$ cat src/rtl/tt_pkg.sv
// Shared types and sizing for the truth-table extractor: a 3-input gate has
// 8 rows, and each row contributes one bit to an 8-bit code.
package tt_pkg;
  localparam int N_INPUTS = 3;
  localparam int N_ROWS   = 8;
  localparam int CODE_W   = 8;

  typedef enum logic [1:0] {TT_IDLE, TT_SWEEP, TT_DONE} tt_state_t;
  typedef logic [N_INPUTS-1:0] tt_row_t;
  typedef logic [CODE_W-1:0]   tt_code_t;

  localparam tt_row_t LAST_ROW = tt_row_t'(N_ROWS - 1);
endpackage

$ cat src/rtl/truth_table_extractor_if.sv
// Control/result bundle between the harness and the extractor.
// The compare ports exist only when TT_EXTRACT_COMPARE_EN is defined.
interface truth_table_extractor_if;
  import tt_pkg::*;

  logic     start;
  logic     abort;
  logic     busy;
  logic     done;
  tt_code_t code;
  logic     code_valid;
`ifdef TT_EXTRACT_COMPARE_EN
  tt_code_t expected_code;
  logic     match;

  modport master (output start, abort, expected_code,
                  input  busy, done, code, code_valid, match);
  modport slave  (input  start, abort, expected_code,
                  output busy, done, code, code_valid, match);
`else
  modport master (output start, abort,
                  input  busy, done, code, code_valid);
  modport slave  (input  start, abort,
                  output busy, done, code, code_valid);
`endif
endinterface

$ cat src/rtl/tt_settle_timer.sv
// Per-row hold counter: counts 0..SETTLE_CYCLES while enabled and strobes tc
// on the terminal count, wrapping to 0 on the same edge.
module tt_settle_timer #(
  parameter int unsigned SETTLE_CYCLES = 4
) (
  input  logic       clk,
  input  logic       rst_n,
  input  logic       load,
  input  logic       en,
  output logic [7:0] cnt,
  output logic       tc
);
  localparam logic [7:0] TC_VAL = 8'(SETTLE_CYCLES);

  assign tc = en && (cnt == TC_VAL);

  // NOTE: state registers use non-blocking assignments so every flop
  // samples pre-edge values regardless of evaluation order.
  always_ff @(posedge clk or negedge rst_n) begin
    if (!rst_n) begin
      cnt <= '0;
    end else if (load) begin
      cnt <= '0;
    end else if (en) begin
      cnt <= tc ? 8'd0 : cnt + 8'd1;
    end
  end
endmodule

$ cat src/rtl/truth_table_extractor.sv
// Sweeps the 8 input rows of a 3-input gate, samples its output after each
// settle interval and assembles the truth-table code (MSB = row 3'b000).
// Optional compare against a reference code: TT_EXTRACT_COMPARE_EN.
module truth_table_extractor
  import tt_pkg::*;
#(
  parameter int unsigned SETTLE_CYCLES = 4
) (
  input  logic                   clk,
  input  logic                   rst_n,
  truth_table_extractor_if.slave ctrl,
  output tt_row_t                stim,
  input  logic                   dut_out
);
  tt_state_t  state;
  tt_row_t    row;
  logic       accept;
  logic       timer_load;
  logic       timer_en;
  logic       sample;
  logic [7:0] unused_settle_cnt;  // count kept visible for probing only

  // abort outranks start in IDLE
  assign accept     = (state == TT_IDLE) && ctrl.start && !ctrl.abort;
  assign timer_en   = (state == TT_SWEEP);
  assign timer_load = accept || (timer_en && ctrl.abort);

  tt_settle_timer #(
    .SETTLE_CYCLES (SETTLE_CYCLES)
  ) u_timer (
    .clk   (clk),
    .rst_n (rst_n),
    .load  (timer_load),
    .en    (timer_en),
    .cnt   (unused_settle_cnt),
    .tc    (sample)
  );

`ifdef TT_EXTRACT_COMPARE_EN
  tt_code_t final_code;
  // the row-7 bit lands in code on the same edge that match is registered
  assign final_code = {ctrl.code[CODE_W-1:1], dut_out};
`endif

  always_ff @(posedge clk or negedge rst_n) begin
    if (!rst_n) begin
      state           <= TT_IDLE;
      row             <= '0;
      stim            <= '0;
      ctrl.busy       <= 1'b0;
      ctrl.done       <= 1'b0;
      ctrl.code       <= '0;
      ctrl.code_valid <= 1'b0;
`ifdef TT_EXTRACT_COMPARE_EN
      ctrl.match      <= 1'b0;
`endif
    end else begin
      ctrl.done <= 1'b0;
      unique case (state)
        TT_IDLE: begin
          if (accept) begin
            state           <= TT_SWEEP;
            row             <= '0;
            stim            <= '0;
            ctrl.busy       <= 1'b1;
            ctrl.code       <= '0;
            ctrl.code_valid <= 1'b0;
`ifdef TT_EXTRACT_COMPARE_EN
            ctrl.match      <= 1'b0;
`endif
          end
        end
        TT_SWEEP: begin
          if (ctrl.abort) begin
            // partial code stays visible but is flagged invalid
            state           <= TT_IDLE;
            row             <= '0;
            stim            <= '0;
            ctrl.busy       <= 1'b0;
            ctrl.code_valid <= 1'b0;
`ifdef TT_EXTRACT_COMPARE_EN
            ctrl.match      <= 1'b0;
`endif
          end else if (sample) begin
            ctrl.code[LAST_ROW - row] <= dut_out;
            if (row == LAST_ROW) begin
              state           <= TT_DONE;
              row             <= '0;
              stim            <= '0;
              ctrl.busy       <= 1'b0;
              ctrl.done       <= 1'b1;
              ctrl.code_valid <= 1'b1;
`ifdef TT_EXTRACT_COMPARE_EN
              ctrl.match      <= (final_code == ctrl.expected_code);
`endif
            end else begin
              row  <= row + 3'd1;
              stim <= row + 3'd1;
            end
          end
        end
        TT_DONE: state <= TT_IDLE;
        default: state <= TT_IDLE;
      endcase
    end
  end
endmodule

$ cat src/flat_wrapper.sv
// flat-port wrapper written by rule: the top's interface ports become plain ports
module truth_table_extractor_flat import tt_pkg::*;
#(
  parameter int unsigned SETTLE_CYCLES = 4
)
  (clk, rst_n, stim, dut_out, ctrl_start, ctrl_abort, ctrl_busy, ctrl_done, ctrl_code, ctrl_code_valid);
  truth_table_extractor_if ctrl_i ();
  input  logic clk;
  input  logic rst_n;
  output tt_row_t stim;
  input  logic dut_out;
  input wire logic [$bits(ctrl_i.start)-1:0] ctrl_start;
  input wire logic [$bits(ctrl_i.abort)-1:0] ctrl_abort;
  output wire logic [$bits(ctrl_i.busy)-1:0] ctrl_busy;
  output wire logic [$bits(ctrl_i.done)-1:0] ctrl_done;
  output wire logic [$bits(ctrl_i.code)-1:0] ctrl_code;
  output wire logic [$bits(ctrl_i.code_valid)-1:0] ctrl_code_valid;
  assign ctrl_i.start = ctrl_start;
  assign ctrl_i.abort = ctrl_abort;
  assign ctrl_busy = ctrl_i.busy;
  assign ctrl_done = ctrl_i.done;
  assign ctrl_code = ctrl_i.code;
  assign ctrl_code_valid = ctrl_i.code_valid;
  truth_table_extractor #(.SETTLE_CYCLES(SETTLE_CYCLES)) u_core (.clk(clk), .rst_n(rst_n), .ctrl(ctrl_i), .stim(stim), .dut_out(dut_out));
endmodule
$ cat config.mk
export PLATFORM = sky130hd
export DESIGN_NAME = truth_table_extractor_flat
export DESIGN_NICKNAME = d
export VERILOG_FILES = /design/src/rtl/tt_pkg.sv /design/src/rtl/truth_table_extractor_if.sv /design/src/rtl/tt_settle_timer.sv /design/src/rtl/truth_table_extractor.sv /design/src/flat_wrapper.sv
export SDC_FILE = /design/constraint.sdc
export NUM_CORES = 1
export LEC_CHECK = 0
export CAP_MARGIN = 0
export CORE_MARGIN = 2
export CORE_UTILIZATION = 23
export CTS_BUF_LIST = sky130_fd_sc_hd__clkbuf_8
export DETAILED_ROUTE_END_ITERATION = 8
export PLACE_DENSITY_LB_ADDON = 0.2
export SYNTH_ARGS = -nofsm -noshare
export SYNTH_HDL_FRONTEND = slang
export SYNTH_HIERARCHICAL = 1
export SYNTH_SLANG_ARGS = --single-unit
$ cat constraint.sdc
create_clock -name clk -period 2.15 [get_ports clk]
set_clock_uncertainty 0.05 [all_clocks]
set_input_delay 0.43 -clock clk [delete_from_list [all_inputs] [get_ports clk]]
set_output_delay 0.43 -clock clk [all_outputs]
set_load 0.1 [all_outputs]
* Word level (Yosys, flattened, before mapping)
Cells that the tools add are included.
** Word-level totals
- Flip-flop bits (word level) :: 24
- Bits in latches :: 0
- Memory bits (writable) :: 0
- ROM bits :: 0
- Input port bits :: 5
- Output and inout port bits :: 14
- Word-level logic and storage cells :: 68
- Memories :: 0
** Operators by class
- Add/subtract/negate cells :: 3
- $mul :: 0
- Divide/modulo/power cells :: 0
- $lt $le $gt $ge :: 2
- Equal/unequal tests :: 8
- Shifts and indexed selects :: 0
- Muxes and demuxes :: 34
- Bitwise operators :: 0
- Reductions and logical operators :: 14
** Operators with widths (number)
- 8-bit 2-to-1 mux :: 6
- 8-bit case mux with 2 select lines :: 1
- 1-bit 2-to-1 mux :: 13
- 3-bit 2-to-1 mux :: 4
- 8-bit by 1-bit adder with 8-bit output, second input constant :: 1
- 8-bit bitwise mux :: 1
- 8-bit by 3-bit equality test with 1-bit output, second input constant :: 1
- 2-bit 2-to-1 mux :: 4
- 4-bit AND reduction :: 2
- 3-bit != test, second input constant :: 2
- 3-bit case mux with 2 select lines :: 1
- 3-bit AND reduction :: 2
- 1-bit logical AND :: 5
- 3-bit by 4-bit less-than comparator with 1-bit output, second input constant :: 1
- 2-bit != test, second input constant :: 2
- 1-bit case mux with 2 select lines :: 2
- 2-bit case mux with 2 select lines :: 1
- 2-bit nonzero test :: 2
- 3-bit by 1-bit adder with 3-bit output, second input constant :: 1
- 1-bit demux with 3-bit select :: 1
- 3-bit equality test, second input constant :: 1
- 3-bit by 1-bit greater-or-equal comparator with 1-bit output, second input constant :: 1
- 3-bit subtractor, first input constant :: 1
- 2-bit by 1-bit equality test with 1-bit output, second input constant :: 1
- other kinds (4) :: 4

* Longest topological paths before layout
Gate-level depths: netlist of the first run.
- Depth after elaboration :: 9
- Depth in mapped cells :: 9
- Gate-level depth less buffers :: 8

* Hierarchy
The synthesis of the first run kept the hierarchy.
** By module, submodules not included
- truth_table_extractor :: times used 1, cells each 76, area each 842.1 um2, seq. area each 400.4 um2
- tt_settle_timer :: times used 1, cells each 52, area each 467.9 um2, seq. area each 200.2 um2

* Least setup slack after synthesis of the first run
OpenSTA, ideal clock, no wires.
- Path type :: reg2reg
- Start :: register u_core.row[1]
- End :: register u_core.row[2]
- Library setup time :: 126 ps
- Data arrival time :: 1904 ps
- Required time :: 1974 ps
- Slack :: 70 ps
- Cell stages (with the launch flop) :: 5
- Path through :: dfrtp_1 -> ha_1 -> ha_1 -> and3_1 -> mux2_2
** Between the ends
- Cells in the longest elaborated chain, start to end :: 5
** Ends and longest elaborated chain
- start: declaration :: RTL line truth_table_extractor.sv:16 : tt_row_t row;
- start signal: assignment :: RTL line truth_table_extractor.sv:97 : row <= row + 3'd1;
- 3-bit by 1-bit adder with 3-bit output / 3-bit equality test (equally long branches) :: RTL line truth_table_extractor.sv:97, truth_table_extractor.sv:86
- 3-bit 2-to-1 mux * :: RTL line truth_table_extractor.sv:86 : if (row == LAST_ROW) begin
- 3-bit 2-to-1 mux * :: RTL line truth_table_extractor.sv:84 : end else if (sample) begin
- 3-bit 2-to-1 mux * :: RTL line truth_table_extractor.sv:74 : if (ctrl.abort) begin
- 3-bit case mux with 2 select lines * :: RTL line truth_table_extractor.sv:59 : unique case (state)
Every way passes the cells marked *; elsewhere a longest branch is shown, timed or not. The select of a mux whose other input is x is not followed.
A chain may end at the register's enable or synchronous reset.

* Final worst setup path of the first run
- Start :: register u_core.u_timer.cnt[0]
- End :: register u_core.row[1]
** Between the ends
- Cells in the longest elaborated chain, start to end :: 4
** Ends and longest elaborated chain
- start: declaration :: RTL line tt_settle_timer.sv:10 : output logic [7:0] cnt,
- start signal: assignment :: RTL line tt_settle_timer.sv:25 : cnt <= tc ? 8'd0 : cnt + 8'd1;
- 8-bit by 3-bit equality test with 1-bit output :: RTL line tt_settle_timer.sv:15 : assign tc = en && (cnt == TC_VAL);
- 1-bit logical AND :: RTL line tt_settle_timer.sv:15
- net u_core.sample :: RTL line truth_table_extractor.sv:20 : logic sample;
- 3-bit != test (no source line)
- 3-bit AND reduction (no source line)
The timed path passes the listed nets, and every way through them passes these cells.

==> results of run 1 <==
-- worst max-delay path by stage --
stage                     slack [ns]             startpoint                     to
after floorplan                 0.07          u_core/row[1]          u_core/row[2]
after global placement         0.008             ctrl_start          u_core/row[1]
after detailed placement       -0.07             ctrl_start  u_core/u_timer/cnt[2]
after CTS                       0.09  u_core/u_timer/cnt[1]          u_core/row[1]
after global routing            0.02  u_core/u_timer/cnt[0]          u_core/row[2]
final                           0.19  u_core/u_timer/cnt[0]          u_core/row[1]
-- cell usage in the layout, fill, tap and decap left out, types with 2 or more instances in the layout --
| cell | Yosys | final |
|---|---|---|
| nand3_1 | 4 | 4 |
| inv_1 | 5 | 5 |
| ha_1 | 4 | 4 |
| buf_4 | 1 | 26 |
| mux2_2 | 3 | 3 |
| a21oi_1 | 2 | 2 |
| nand2_1 | 10 | 10 |
| buf_12 | 0 | 3 |
| nor2_1 | 9 | 9 |
| nand3_2 | 2 | 2 |
| o21ai_0 | 6 | 6 |
| clkdlybuf4s50_1 | 0 | 4 |
| clkbuf_8 | 0 | 3 |
| and3b_1 | 3 | 3 |
| nor3_1 | 7 | 7 |
| dfrtp_1 | 24 | 24 |
| nor3b_1 | 4 | 4 |
| o211ai_1 | 8 | 8 |
| a22o_1 | 8 | 8 |
| xnor2_1 | 3 | 3 |
| and3_1 | 4 | 4 |
| xor2_1 | 2 | 2 |
| o21ai_1 | 2 | 2 |
-- cells by family after synthesis --
kind of cell,share of synthesized area
xor+xnor,0.0334
flops,0.458
compound gates,0.161
fa+ha+maj,0.0382
mux,0.0372
simple gates,0.225
buf+inv,0.0458
-- where the power goes --
group / internal, mW / switching [mW]
sequential: 0.472 / 0.0308
clock: 0.249 / 0.165
combinational: 0.106 / 0.158
-- critical path: stages (launching register included) --
cell     delay, ns
dfrtp_1       0.41
inv_1         0.07
ha_1          0.15
nor4b_4       0.19
nand3_2       0.14
nor2_4        0.15
o21ai_0       0.12
a21oi_2       0.22
mux2_2        0.36
-- flip-flops by register name (all words and copies together), names as in the netlist --
register	flops
u_core/ctrl.busy	1
u_core/ctrl.code	8
u_core/ctrl.code_valid	1
u_core/ctrl.done	1
u_core/row	3
u_core/state	2
u_core/u_timer/cnt	8
-- what timing repair did --
item	in CTS	in global routing
gates resized for setup	0	1
setup buffers	0	3
setup endpoints to repair	0	3
-- final cells by class --
cell class	count	area (µm²)	share of cell area
inverter	6	22.5	0.0130
tap	72	90.1	0.0518
sequential	24	601	0.346
timing repair buffer	33	295	0.170
clock inverter	1	30.0	0.0173
clock buffer	3	41.3	0.0238
multi-input combinational	93	658	0.379
-- per-stage QoR --
stage | power [mW] | setup TNS (ns) | util
2_1_floorplan | 0.671 | 0 | -
3_3_place_gp | 0.755 | 0 | 0.297
3_5_place_dp | 0.759 | -0.136 | 0.297
4_1_cts | 1.18 | 0 | 0.310
5_1_grt | 1.25 | 0 | 0.316
6_report | 1.18 | 0 | 0.316
-- routing by layer --
layer  global-route usage  part of all wire
met5                    0                 0
met4               0.0569             0.024
met3               0.0102             0.026
met2                0.149              0.46
met1                0.153              0.49
==> results.yml, run 1 <==
logic_synthesis:
  synth.most_common_cell: "dfrtp_1"
  syn-num-nets: 137
  ys_ff_latch: 24
  yosysTopAreaCellShare: 0.458
  synthCells: 128
  yosysSeqAreaShare: 0.458
  synth.area.top_cells: "dfrtp_1 46%, a22o_1 5.3%, o211ai_1 4.6%"
  synth-main-ff-cell: "dfrtp_1"
  synth-edff-count: 0
  synth_cell_types: 36
  synth_area_mm2: 0.00131
  yosysTopAreaCell: "dfrtp_1"
  synthArstFlopShare: 1.00
  yosys_warnings: 6
  synth_common_cells: "24 x dfrtp_1, 10 x nand2_1, 9 x nor2_1"
  syn_area_per_cell_um2: 10.2
final_layout:
  final_cells: 232
  antenna_cells: 0
  fill_cells: 553
  drive_gt1_frac: 0.281
  fin_area_mm2: 0.00174
  syn2layout_area_growth_pct: 32.7
  final_nets: 170
power:
  p_leak_nw: 0.801
  ir_worst_vdd_mv: 0.230
  powerDensity_mw_per_mm2: 680
job:
  maxCapViolations: 0
timing:
  finalMaxSlewViolations: 0
  tightest_slew_ns: 0.404
  setup_ws_ns: 0.193
  max_freq_ghz: 0.511
  period_share: 0.910
  slew_headroom: 0.731
  period_needed_ns: 1.96
  finalSetupViolCount: 0
  holdWs_ns: 0.456
  rsz0062_at_grt: "no"
  finalHoldViolCount: 0
floorplanning:
  die_w_um: 79.5
  start_util: 0.238
  ios: 19
  dieArea_mm2: 0.00632
  coreArea_mm2: 0.00551
  die-height_um: 79.5
  rows: 27
setup_path:
  required_ns: 2.27
  reg2reg_depth: 8
  worst_ep_arrival_time_ns: 2.08
  regToRegEndpoint: "u_core/row[1]"
  critPathKind: "flip-flop to flip-flop"
  start_kind: "flip-flop"
  rrSetupSlack_ns: 0.19
  r2r-start: "u_core/u_timer/cnt[0]"
  crit_path_end_kind: "flip-flop"
  cp_max_fo: 5
clock_tree:
  clk_latency_ns: 0.28
  cts.sinks: 24
  root_buffer: "clkbuf_8"
  cts_hold_buf: 0
  cts_tree: "done"
  ctsHtreeMaxLevel: 1
  clockBufferDepth: 2
  cts_buffers: 3
  path_clk_slew_ns: 0.10
routing:
  routedWlPerCell_um: 13.1
  drtPass1Iterations: 6
  drt-total-wl_um: 3050
  drcViolationCount: 0
  via_count: 1066
  avgViaCountPerCell: 4.59
  first_iter_violations: 48
  drtAntennaViolNets: 0
global_routing:
  track_usage: 0.104
  grt_antenna_before_repair: 0
  gr-total-overflow: 0
  grt_pass1_vias: 1005
  grt_pass1_wl_um: 5070
  grt_start_max_net_pins: 25
place:
  dp_cells: 225
  dpl-instance-area_mm2: 0.00164
  hpwl_um: 2160
  place.gp.congestion: 0.749
  numPortBuffers: 18
  place_ws_ns: -0.0682
hold_path:
  min_path_type: "input pin to asynchronous set/reset pin"
outcome:
  run_status: "finished, final reports clean"
Note: power is estimated with default switching activity, not from simulation.
==> inputs of run 2 (changes only) <==
--- a/config.mk
+++ b/config.mk
@@ -10,8 +10,7 @@
 export CORE_UTILIZATION = 23
 export CTS_BUF_LIST = sky130_fd_sc_hd__clkbuf_8
 export DETAILED_ROUTE_END_ITERATION = 8
-export PLACE_DENSITY_LB_ADDON = 0.2
+export PLACE_DENSITY = 0.5
 export SYNTH_ARGS = -nofsm -noshare
 export SYNTH_HDL_FRONTEND = slang
-export SYNTH_HIERARCHICAL = 1
 export SYNTH_SLANG_ARGS = --single-unit
==> run 2 against run 1 <==
Against the previous run:
- die area decreased by 6.0%
- sequential power rose by 2%
- final cell count shrank 6.5%
- clock power decreased by 4%
- power rose by 0.11%
- via count shrank 2.1%
- synthesized cell count down 7.8%
- core utilization decreased by 0.13 points
- register-to-register slack got worse by 0.07 ns
- sequential share of layout area increased by 2.6 points
- non-clock buffer count down 5
- combinational power grew 2%
- largest cell class is now registers
- highest routed layer unchanged
==> results.yml, run 2 <==
timing:
  finalSetupViolCount: 0
  slew_headroom: 0.750
  rsz0062_at_grt: "no"
  tightest_slew_ns: 0.374
  max_freq_ghz: 0.493
  period_share: 0.944
  setup_ws_ns: 0.121
  holdWs_ns: 0.467
  period_needed_ns: 2.03
  finalMaxSlewViolations: 0
  finalHoldViolCount: 0
logic_synthesis:
  syn_area_per_cell_um2: 10.4
  yosysSeqAreaShare: 0.489
  synth.most_common_cell: "dfrtp_1"
  ys_ff_latch: 24
  synth_cell_types: 38
  synthArstFlopShare: 1.00
  yosysTopAreaCellShare: 0.489
  yosys_warnings: 0
  synth-edff-count: 0
  synth.area.top_cells: "dfrtp_1 49%, o21ai_0 6.1%, o311ai_0 5.7%"
  synth_common_cells: "24 x dfrtp_1, 15 x o21ai_0, 11 x nand2_1"
  syn-num-nets: 127
  synth-main-ff-cell: "dfrtp_1"
  synth_area_mm2: 0.00123
  synthCells: 118
  yosysTopAreaCell: "dfrtp_1"
clock_tree:
  clockBufferDepth: 2
  root_buffer: "clkbuf_8"
  cts_buffers: 3
  cts_hold_buf: 0
  path_clk_slew_ns: 0.09
  clk_latency_ns: 0.27
  ctsHtreeMaxLevel: 1
  cts.sinks: 24
  cts_tree: "done"
final_layout:
  fin_area_mm2: 0.00162
  seq_area_um2: 601
  layout_common_cells: "24 x dfrtp_1, 22 x buf_4, 15 x o21ai_0, 11 x nand2_1, 8 x o311ai_0"
  syn2layout_area_growth_pct: 31.6
  top_regs: "u_core.ctrl.code: 8 flops, u_core.u_timer.cnt: 8 flops, u_core.stim: 3 flops"
  final_nets: 157
  antenna_cells: 0
  fill_cells: 550
  drive_gt1_frac: 0.279
  multi_input_area_um2: 596
  final_common_cell: "dfrtp_1"
floorplanning:
  start_util: 0.239
  rows: 26
  dieArea_mm2: 0.00594
  coreArea_mm2: 0.00514
  die_w_um: 77.1
  ios: 19
  die-height_um: 77.1
routing:
  routedWlPerCell_um: 13.2
  drcViolationCount: 0
  drtAntennaViolNets: 0
  avgViaCountPerCell: 4.81
  drtPass1Iterations: 4
  first_iter_violations: 38
  drt-total-wl_um: 2860
  via_count: 1044
setup_path:
  critPathMaxStageDelay_ns: 0.56
  crit_buf_inv: 2
  crit_slowest_cell: "or4_4"
  start_kind: "flip-flop"
  cp_max_fo: 7
  path_delay_family: "simple AND/OR/NAND/NOR gates"
  crit_path_end_kind: "flip-flop"
  path_cells: "inv_1 -> ha_1 -> nor4b_2 -> buf_4 -> and2_1 -> or4_4 -> o211ai_2"
  required_ns: 2.29
  worst_ep_arrival_time_ns: 2.17
  critPathKind: "flip-flop to flip-flop"
global_routing:
  gr-total-overflow: 0
  grt_antenna_before_repair: 0
  grt_pass1_vias: 1034
  grt_start_max_net_pins: 25
  track_usage: 0.101
  grt_pass1_wl_um: 4910
place:
  place.gp.congestion: 0.785
  dpl-instance-area_mm2: 0.00154
  hpwl_um: 2170
  numPortBuffers: 18
  place_ws_ns: -0.0206
outcome:
  run_status: "finished, final reports clean"
hold_path:
  min_path_type: "input pin to asynchronous set/reset pin"
power:
  ir_worst_vdd_mv: 0.299
  powerDensity_mw_per_mm2: 732
  p_leak_nw: 0.713
job:
  maxCapViolations: 0
run 2: changes by cell type after synthesis, sizes merged, moves of 4 or more:
| cell | delta |
|---|---|
| nor3 | -6 |
| o311ai | +8 |
| a31oi | +4 |
| a22o | -8 |
| nor2 | -7 |
| o211ai | -7 |
| o21ai | +8 |
run 2: repair_timing:
item / CTS / global route
gates resized for setup: 0 / 0
buffers inserted: 0 / 1
setup endpoints to repair: 0 / 1
run 2: per-layer routing:
| metal | GRT usage | part of all wire | vias to the layer above |
|---|---|---|---|
| li1 | - | - | 512 |
| met1 | 0.127 | 0.46 | 501 |
| met2 | 0.171 | 0.47 | 27 |
| met3 | 0.0306 | 0.058 | 4 |
| met4 | 0.0250 | 0.0066 | 0 |
| met5 | 0 | 0 | - |
run 2: kinds of logic after synthesis:
logic type,after synthesis,synth area share
simple gates,41,0.205
mux,3,0.0265
fa+ha+maj,4,0.0408
flops,24,0.489
buf+inv,7,0.0255
compound gates,39,0.213
run 2: area by class of cell:
class / instances / area share
flip-flops and latches: 24 / 0.372
multi-input cells: 87 / 0.369
repair buffers: 28 / 0.152
well taps: 70 / 0.0542
clock buffers: 3 / 0.0256
clock inverters: 1 / 0.0186
inverters: 4 / 0.00930
run 2: report_power, final:
group	switching [mW]	total (mW)	internal, mW
clock network	0.150	0.399	0.249
logic	0.173	0.270	0.0973
registers	0.0381	0.514	0.476
run 2: metrics by stage:
step	instances	util	power [mW]	TNS [ns]
2_1_floorplan	118	-	0.686	0
3_3_place_gp	212	0.299	0.784	0
3_5_place_dp	212	0.299	0.791	-0.0206
4_1_cts	216	0.313	1.19	0
5_1_grt	217	0.314	1.25	0
6_report	217	0.314	1.18	0
run 2: final timing paths:
kind / from / cells past startpoint / to / slack (ns)
worst max-delay path: u_core.u_timer.cnt[0] / 7 / u_core.u_timer.cnt[6] / 0.12
worst min-delay path: rst_n / 2 / u_core.state[1] / 0.47
worst max register to register: u_core.u_timer.cnt[0] / 7 / u_core.u_timer.cnt[6] / 0.12
worst min register to register: u_core.ctrl.busy / 2 / u_core.ctrl.busy / 0.48
max in group asynchronous: rst_n / 2 / u_core.u_timer.cnt[6] / 1.33
min in group clk: u_core.ctrl.busy / 2 / u_core.ctrl.busy / 0.48
==> variant, RTL diff (config.mk and constraints of run 1) <==
Put one more register stage on the output `stim`, without a reset. The value now appears one clock later. The other outputs are not delayed to match.
--- a/src/rtl/truth_table_extractor.sv
+++ b/src/rtl/truth_table_extractor.sv
@@ -14,2 +14,4 @@
 );
+
+  tt_row_t stim_s0;
   tt_state_t  state;
@@ -48,3 +50,3 @@
       row             <= '0;
-      stim            <= '0;
+      stim_s0         <= '0;
       ctrl.busy       <= 1'b0;
@@ -63,3 +65,3 @@
             row             <= '0;
-            stim            <= '0;
+            stim_s0         <= '0;
             ctrl.busy       <= 1'b1;
@@ -77,3 +79,3 @@
             row             <= '0;
-            stim            <= '0;
+            stim_s0         <= '0;
             ctrl.busy       <= 1'b0;
@@ -88,3 +90,3 @@
               row             <= '0;
-              stim            <= '0;
+              stim_s0         <= '0;
               ctrl.busy       <= 1'b0;
@@ -97,3 +99,3 @@
               row  <= row + 3'd1;
-              stim <= row + 3'd1;
+              stim_s0 <= row + 3'd1;
             end
@@ -106,2 +108,6 @@
   end
+  always_ff @(posedge clk) begin
+    stim <= stim_s0;
+  end
+
 endmodule
Formal check against the unedited RTL: not equivalent (a bounded check fails within 10 cycles, from zero or initial values and one cycle with rst_n low).
==> variant against run 1 <==
Utilization down 2.1 points. Synthesized area up 13%. Synthesized cell count up 18%. Worst setup slack worse by 0.012 ns. Non-clock buffer count unchanged. Wire length up 11%. Critical path type unchanged. Sequential cell count up 3. Design area up 6.5%.
Power is not compared: it rests on default switching activity, and its combinational part moved more than twofold at a synthesized area within 25%.
==> variant: results (changes against run 1) <==
| Metric | Value |
|---|---|
| Multiplexer share of the synthesized area | 2.20% (-1.5 points) |
| Top Registers | u_core/ctrl.code x8, u_core/u_timer/cnt x8 |
| Synthesized Nets | 160 (+17%) |
| Clk root buf | clkbuf_8 |
| First-pass GRT wire length | 5.82 mm (+15%) |
| Largest net degree at the start of global routing | 25 (unchanged) |
| Slew HR | 68.1% (-5.0 points) |
| CP Max Fanout | 4 (-1) |
| Final net count | 191 (+12%) |
| Highest routed layer | met4 |
| Worst skew pair latency | 0.27 ns |
| Routed met2 length | 1.56 mm (+12%) |
| Adder-cell share of the synthesized area | 3.38% (-0.44 points) |
| Layout cell share with drive strength beyond 1 | 23.2% (-4.9 points) |
| Synth Area in Compound Gates | 14.8% (-1.3 points) |
| Post-synthesis sequential area ratio | 44.6% (-1.2 points) |
| WL/cell | 13.1 um (-0.43%) |
| Largest cells by area after synthesis | dfrtp_1 41%, dfxtp_1 4.1%, nand2_1 3.6%, o211ai_1 3.6%, ha_1 3.4% |
| DR iter-0 viols | 62 (+29%) |
| Xor and xnor area share after synthesis | 2.96% (-0.38 points) |
| First-pass DRT Iterations | 4 (-2) |
| Post-DP HPWL | 2.41 mm (+11%) |
| Placer Congestion | 0.696 (-7.1%) |
| Met3 WL | 65 um (-17%) |
| Status | finished clean |
| Via Count | 1162 (+9.0%) |
| Total GRT Usage | 9.90% (-0.53 points) |
| Worst-path clk slew | 0.10 ns (about the same) |
| Distinct cell type count of the synthesized netlist | 45 (+25%) |
| Async S/R FF share, synth | 88.9% (-11 points) |
| R2R cell count | 8 (unchanged) |
| Vias in the first global route | 1131 (+13%) |
| Wire length on met1 | 1.73 mm (+15%) |
| Synth top cells by count | 24 x dfrtp_1, 14 x nand2_1, 12 x inv_1 |
## variant: layer usage
metal  up-vias  track usage, %
met4         0            2.20
met5         -               0
li1        605               -
met3         2            1.47
met2        11            15.9
met1       544            14.1
## variant: path summary, 6_finish.rpt
check | startpoint | end | slack, ns
worst min-delay path | rst_n | u_core/u_timer/cnt[0]$_DFFE_PN0P_ | 0.47
worst max register to register | u_core/u_timer/cnt[1]$_DFFE_PN0P_ | u_core/ctrl.code[0]$_DFFE_PN0P_ | 0.18
worst max-delay path | u_core/u_timer/cnt[1]$_DFFE_PN0P_ | u_core/ctrl.code[0]$_DFFE_PN0P_ | 0.18
worst min register to register | u_core/ctrl.code_valid$_DFFE_PN0P_ | u_core/ctrl.code_valid$_DFFE_PN0P_ | 0.47
max in group asynchronous | rst_n | u_core/ctrl.code[0]$_DFFE_PN0P_ | 1.33
min in group clk | u_core/ctrl.code_valid$_DFFE_PN0P_ | u_core/ctrl.code_valid$_DFFE_PN0P_ | 0.47
## variant: cell type report
| class | count | area [sq um] |
|---|---|---|
| timing repair buffer | 33 | 258 |
| inverter | 13 | 48.8 |
| sequential | 27 | 661 |
| multi-input combinational | 104 | 742 |
| fill | 686 | 4430 |
| clock buffer | 3 | 41.3 |
| clock inverter | 1 | 3.75 |
| tap | 77 | 96.3 |
## variant: repair_timing
action,CTS,global route
buffers inserted,0,1
gates resized for setup,0,2
setup endpoints to repair,0,10
## variant: power by group through the flow
| stage | registers [uW] | clock network (uW) | logic, uW |
|---|---|---|---|
| finish | 621 | 290 | 667 |
| global route | 634 | 329 | 705 |
| CTS | 622 | 304 | 670 |
| detailed placement | 633 | 0 | 669 |
| global placement | 631 | 0 | 673 |
| floorplan | 970 | 0 | 160 |
## variant: critical path, cell delays in order, from the launching register on
cell and delay (ns):
dfrtp_1 0.42, inv_1 0.06, ha_1 0.13, nor4b_2 0.21
nand3_2 0.14, nor2_4 0.14, nand2_1 0.08, a211o_1 0.33
a211o_1 0.30
## variant: stage by stage
| stage | setup slack, ns | cell area (sq um) | std cells | hold WS (ns) | TNS (ns) |
|---|---|---|---|---|---|
| floorplan | 0.102 | 1480 | 151 | 0.0844 | 0 |
| global placement | -0.00222 | 1780 | 253 | 0.450 | -0.00222 |
| CTS | 0.0793 | 1830 | 257 | 0.479 | 0 |
| global route | 0.0154 | 1850 | 258 | 0.498 | 0 |
| finish | 0.182 | 1850 | 258 | 0.469 | 0 |
| detailed placement | -0.0620 | 1780 | 253 | 0.453 | -0.246 |
